<file path="src/rtl/axis_frame_packer.sv">
// Serial-to-parallel AXIS frame packer: gathers BUS_NUM samples per output
// word and forces every frame to exactly FFT_SIZE samples (zero-pads short
// frames, drops the tail of long ones).
module axis_frame_packer #(
  parameter int unsigned FFT_SIZE = 8192,
  parameter int unsigned BUS_NUM  = 2,
  parameter int unsigned DATA_W   = 32,
  parameter int unsigned WORD_AW  = $clog2(FFT_SIZE / BUS_NUM)
) (
  input  logic                        clk,
  input  logic                        rst_n,
  input  logic                        s_tvalid,
  output logic                        s_tready,
  input  logic [DATA_W-1:0]           s_tdata,
  input  logic                        s_tlast,
  output logic                        m_tvalid,
  input  logic                        m_tready,
  output logic [BUS_NUM*DATA_W-1:0]   m_tdata,
  output logic                        m_tlast,
  output logic                        err_short,
  output logic                        err_long,
  output logic                        frame_done
);

  localparam int unsigned          LANE_AW   = $clog2(BUS_NUM);
  localparam logic [LANE_AW-1:0]   LANE_LAST = LANE_AW'(BUS_NUM - 1);
  localparam logic [WORD_AW-1:0]   WORD_LAST = WORD_AW'(FFT_SIZE / BUS_NUM - 1);

  localparam logic [1:0] ST_FILL    = 2'd0;
  localparam logic [1:0] ST_PAD     = 2'd1;
  localparam logic [1:0] ST_DISCARD = 2'd2;

  logic [1:0]                r_state;
  logic                      r_run;
  logic [LANE_AW-1:0]        r_lane;
  logic [WORD_AW-1:0]        r_word;
  logic [DATA_W-1:0]         r_asm [BUS_NUM];
  logic [BUS_NUM*DATA_W-1:0] r_out;
  logic                      r_mvalid;
  logic                      r_mlast;
  logic                      r_err_short;
  logic                      r_err_long;

  logic                      w_loadable;
  logic                      w_lane_last;
  logic                      w_word_last;
  logic                      w_completes;
  logic                      w_ready;
  logic                      w_acc;
  logic                      w_fill_acc;
  logic [BUS_NUM*DATA_W-1:0] w_word_data;

  assign w_loadable  = !r_mvalid || m_tready;
  assign w_lane_last = (r_lane == LANE_LAST);
  assign w_word_last = (r_word == WORD_LAST);
  assign w_completes = w_lane_last || s_tlast;
  assign w_acc       = s_tvalid && w_ready;
  assign w_fill_acc  = w_acc && (r_state == ST_FILL);

  // Input ready: stall only when this beat would finish a word into a full output reg.
  always_comb begin
    w_ready = 1'b0;
    if (r_run) begin
      case (r_state)
        ST_FILL:    w_ready = !(w_completes && !w_loadable);
        ST_DISCARD: w_ready = 1'b1;
        default:    w_ready = 1'b0;
      endcase
    end
  end

  // Word being completed: earlier lanes from assembly reg, current lane from input, later lanes zero.
  always_comb begin
    w_word_data = '0;
    for (int unsigned i = 0; i < BUS_NUM; i++) begin
      if (LANE_AW'(i) == r_lane)
        w_word_data[i*DATA_W +: DATA_W] = s_tdata;
      else if (LANE_AW'(i) < r_lane)
        w_word_data[i*DATA_W +: DATA_W] = r_asm[i];
    end
  end

  // Ready is held low for the first cycle after reset release.
  always_ff @(posedge clk or negedge rst_n) begin
    if (!rst_n) r_run <= 1'b0;
    else        r_run <= 1'b1;
  end

  // Assembly register for partially filled word.
  always_ff @(posedge clk or negedge rst_n) begin
    if (!rst_n) begin
      for (int unsigned i = 0; i < BUS_NUM; i++) r_asm[i] <= '0;
    end else if (w_fill_acc) begin
      r_asm[r_lane] <= s_tdata;
    end
  end

  // Frame FSM with lane/word counters and error pulses.
  always_ff @(posedge clk or negedge rst_n) begin
    if (!rst_n) begin
      r_state     <= ST_FILL;
      r_lane      <= '0;
      r_word      <= '0;
      r_err_short <= 1'b0;
      r_err_long  <= 1'b0;
    end else begin
      r_err_short <= 1'b0;
      r_err_long  <= 1'b0;
      case (r_state)
        ST_FILL: begin
          if (w_acc) begin
            if (w_word_last && w_lane_last) begin
              r_lane <= '0;
              r_word <= '0;
              if (!s_tlast) begin
                r_err_long <= 1'b1;
                r_state    <= ST_DISCARD;
              end
            end else if (s_tlast) begin
              r_err_short <= 1'b1;
              r_lane      <= '0;
              if (w_word_last) begin
                r_word <= '0;
              end else begin
                r_word  <= r_word + WORD_AW'(1);
                r_state <= ST_PAD;
              end
            end else if (w_lane_last) begin
              r_lane <= '0;
              r_word <= r_word + WORD_AW'(1);
            end else begin
              r_lane <= r_lane + LANE_AW'(1);
            end
          end
        end
        ST_PAD: begin
          if (w_loadable) begin
            if (w_word_last) begin
              r_word  <= '0;
              r_state <= ST_FILL;
            end else begin
              r_word <= r_word + WORD_AW'(1);
            end
          end
        end
        ST_DISCARD: begin
          if (w_acc && s_tlast) begin
            r_lane  <= '0;
            r_word  <= '0;
            r_state <= ST_FILL;
          end
        end
        default: r_state <= ST_FILL;
      endcase
    end
  end

  // Output register: loaded with a finished or padding word, cleared when drained.
  always_ff @(posedge clk or negedge rst_n) begin
    if (!rst_n) begin
      r_out    <= '0;
      r_mvalid <= 1'b0;
      r_mlast  <= 1'b0;
    end else if (w_fill_acc && w_completes) begin
      r_out    <= w_word_data;
      r_mvalid <= 1'b1;
      r_mlast  <= w_word_last;
    end else if ((r_state == ST_PAD) && w_loadable) begin
      r_out    <= '0;
      r_mvalid <= 1'b1;
      r_mlast  <= w_word_last;
    end else if (m_tready) begin
      r_mvalid <= 1'b0;
      r_mlast  <= 1'b0;
    end
  end

  assign s_tready   = w_ready;
  assign m_tvalid   = r_mvalid;
  assign m_tdata    = r_out;
  assign m_tlast    = r_mlast;
  assign err_short  = r_err_short;
  assign err_long   = r_err_long;
  assign frame_done = r_mvalid && m_tready && r_mlast;

endmodule

</file>
<file path="config.mk">
export PLATFORM = sky130hd
export DESIGN_NAME = axis_frame_packer
export DESIGN_NICKNAME = d
export VERILOG_FILES = /design/src/rtl/axis_frame_packer.sv
export SDC_FILE = /design/constraint.sdc
export NUM_CORES = 1
export LEC_CHECK = 0
export ABC_AREA = 0
export ABC_CLOCK_PERIOD_IN_PS = 2500
export BUFFER_PORTS_ARGS = -buffer_cell sky130_fd_sc_hd__buf_2
export CAP_MARGIN = 20
export CORE_UTILIZATION = 55
export CTS_BUF_LIST = sky130_fd_sc_hd__clkbuf_2 sky130_fd_sc_hd__clkbuf_4 sky130_fd_sc_hd__clkbuf_8
export DETAILED_ROUTE_END_ITERATION = 10
export GPL_TIMING_DRIVEN = 0
export PLACE_DENSITY = 0.78
export REMOVE_ABC_BUFFERS = 1
export SYNTH_ARGS = -nofsm -noshare
export SYNTH_HDL_FRONTEND = slang
export SYNTH_SLANG_ARGS = --single-unit
</file>
<file path="constraint.sdc">
create_clock -name clk -period 2.5 [get_ports clk]
set_input_delay 0.5 -clock clk [delete_from_list [all_inputs] [get_ports clk]]
set_output_delay 0.5 -clock clk [all_outputs]
set_load 0.02 [all_outputs]
</file>
==> results_dict.tcl <==
set metrics [dict create \
    cts_sinks 116 \
    fin_worst_skew_ns 0.0115 \
    cts_root_buffer "clkbuf_8" \
    yosysSeqAreaShare 0.579 \
    fin_ws_ns 0.0241 \
    final-max-slew-violation-count 0 \
    drt_iter0_drc 174 \
    fmax_mhz 404 \
    cpPeakStageDelay_ns 0.45 \
    swShare 0.365 \
    antenna_cells 0 \
    num_vias 3829 \
    ios 107 \
    clock_path_buffers 2 \
    r2r-start "r_state[1]$_DFFE_PN0P_" \
    r2r_slack_ns 0.10 \
    groute.usage.overall 0.259 \
    crit_fanout 6 \
    clkLatencyLatePin_ns 0.42 \
    worstSetupPathType "reg2out" \
    pwr-share-seq 0.390 \
    grt_pass1_vias 3801 \
    r2r.worst_path.cells 5 \
    core.rowCount 34 \
    ant_nets 0 \
    drc 0 \
    p_leak_uw 0.00313 \
    synth_area_um2 5020 \
    power.share.combinational 0.359 \
    seq_area_um2 2910 \
    fillers 628 \
    wl_per_cell_um 17.9 \
    layout-drive-gt1-share 0.404 \
    wl_mm 11.7 \
    end_kind "primary output" \
    yosysWarnings 0 \
    grt_max_degree 75 \
    multi_input_area_um2 2060 \
    preCtsSetupSlack_ns -0.982 \
    portBuffers 106 \
    grt_pass1_wl_mm 19.0 \
    setup_violations 0 \
    synth.top_cell.area_share 0.579 \
    p_sw_uw 2630 \
    maxCapViolCount 0 \
    ir_worst_vdd_mv 0.559 \
    syn_inst 411 \
    die_h_um 97.5 \
    grt_overflow 0 \
    routabilityCongestion 0.835 \
    fin_nets 574 \
    dp_hpwl_mm 7.01 \
    rsz0062_at_grt "yes" \
    maxSlewHeadroom 0.630 \
    ys_ff_latch 116 \
    p_clk_frac 0.252 \
    firstDrtPassIters 5 \
    crit_path_start_kind "flop" \
    cts_tree "done" \
    hold_class "in2async" \
    status "finished clean" \
    cp-endpoint "s_tready" \
    die_w_um 97.5 \
    synth_cell_types 49 \
    p_int_uw 4590 \
    pwr_density_cell_nw_per_um2 1150 \
    core_um2 8760 \
    start_util 0.573 \
    clk_pin_slew_ns 0.07 \
    synthTopCellsByArea "dfrtp_1 58%, mux2_2 7.2%, a22o_1 7.0%" \
    crit_start "r_state[1]$_DFFE_PN0P_" \
    antenna_found_initial 0 \
    crit_slowest_cell "dfrtp_2" \
    period_share 0.990 \
    vias_per_cell 5.86 \
    fin_cells 653 \
    crit_chain "ha_4 > or3b_4 > or2_4 > nand2_1 > nor2_1 > buf_2" \
    crit-reg2reg-capture "r_asm[44]$_DFFE_PN0P_" \
    worstMarginPinSlew_ns 0.556 \
    worstPathArrival_ns 1.98 \
    syn_to_final_growth_pct 24.9 \
    dieArea_um2 9510 \
    required_ns 2.00 \
    synth.largest_area_cell "dfrtp_1" \
    avgSynthCellArea_um2 12.2 \
    cts_max_level 4 \
    cts_made_buffers 17 \
    fin_crit_ns 2.48 \
    hold_buffers 0 \
    hold_violations 0 \
    dp_cells 605 \
]
flip-flops by register name (all words and copies together) (netlist names):
register   flops
m_tdata       64
r_asm         32
r_word        12
r_state        2
err_long       1
err_short      1
m_tlast        1
m_tvalid       1
r_lane         1
r_run          1
stage by stage:
step / util / hold WS [ns] / power, µW / instance area, µm² / TNS (ns)
2_1_floorplan: - / 0.204 / 4340 / 4890 / -93.70
5_1_grt: 0.715 / 0.0703 / 7610 / 6270 / -0.0163
3_5_place_dp: 0.645 / 0.465 / 5130 / 5650 / -63.78
6_report: 0.715 / 0.0643 / 7220 / 6270 / 0
3_3_place_gp: 0.634 / 0.456 / 4960 / 5560 / -283.59
4_1_cts: 0.706 / 0.0708 / 7120 / 6180 / -0.0418
layout make-up:
type | count | share of cell area
Timing Repair Buffer | 124 | 0.117
Clock inverter | 14 | 0.0283
Sequential cell | 116 | 0.463
Multi-Input combinational cell | 270 | 0.329
Inverter | 3 | 0.00180
Clock buffer | 18 | 0.0385
Tap cell | 108 | 0.0216
kinds of logic after synthesis:
family / share of synthesized area
simple gates: 0.0978
mux: 0.136
other cells: 0.000747
flops: 0.579
compound gates: 0.148
fa+ha+maj: 0.0125
buf+inv: 0.0272
metal layers:
metal / vias up / wire, µm / track usage
met4: 0 / 151 / 0.0905
li1: 1732 / - / -
met2: 152 / 5770 / 0.412
met3: 12 / 711 / 0.0734
met5: - / 0 / 0
met1: 1933 / 5060 / 0.343
repair_timing:
item,in CTS,in global routing
setup endpoints to repair,106,111
pin swaps,2,2
setup buffers,9,5
resized for setup,6,9
gates cloned,2,0
worst min path at each step:
stage | startpoint | endpoint | slack (ns) | cells past startpoint
after detailed placement | m_tdata[2]$_DFFE_PN0P_ | m_tdata[2]$_DFFE_PN0P_ | 0.47 | 2
final | rst_n | m_tdata[0]$_DFFE_PN0P_ | 0.06 | 1
after CTS | rst_n | m_tdata[0]$_DFFE_PN0P_ | 0.07 | 1
after global routing | rst_n | m_tdata[10]$_DFFE_PN0P_ | 0.07 | 1
after global placement | m_tdata[14]$_DFFE_PN0P_ | m_tdata[14]$_DFFE_PN0P_ | 0.46 | 2
after floorplan | rst_n | err_long$_DFF_PN0_ | 0.20 | 0
cells in the mapped netlist (all sizes together):
master	n
inv	3
nor2b	3
a2bb2oi	3
and3	4
mux2	32
dfrtp	116
a22o	40
conb	1
ha	5
a211o	1
or4	1
nand3b	2
and2b	4
nor4	2
nand4	2
nand2b	2
and3b	1
nand3	5
and2	2
nor3	6
o21ai	48
nor2	11
a21boi	2
o311ai	1
or3b	1
nand2	43
or2	4
o2111ai	1
clkbuf	8
a21oi	5
and4	1
a211oi	1
mux2i	32
o31ai	2
buf	16
worst max-delay path: cells and delay by family (launching register included):
family        cells  cell delay [ns]
simple gates      4             0.76
fa+ha+maj         1             0.20
buf+inv           1             0.15
flops             1             0.45
placed cells by master (no fill, tap or decap), types with 3 or more instances in the layout:
master,n
dfrtp_1,114
buf_2,105
nand2_1,43
o21ai_0,40
a22o_1,40
mux2i_1,32
mux2_2,32
clkbuf_8,17
buf_4,14
nor2_1,8
o21ai_1,8
nand3_1,5
nor3_1,4
a21oi_1,4
nor2b_1,3
or2_4,3
and3_2,3
and2b_1,3
ha_1,3
clkinv_4,3
clkinvlp_4,3
bufinv_16,3
buf_12,3
power groups by stage:
stage                     logic [µW]  clock network (µW)  registers (µW)
after floorplan                 1250                   0            3090
after global routing            2810                1920            2880
final                           2590                1820            2810
after CTS                       2480                1840            2800
after detailed placement        2310                   0            2830
after global placement          2100                   0            2870
(Power assumes the default switching activity.)
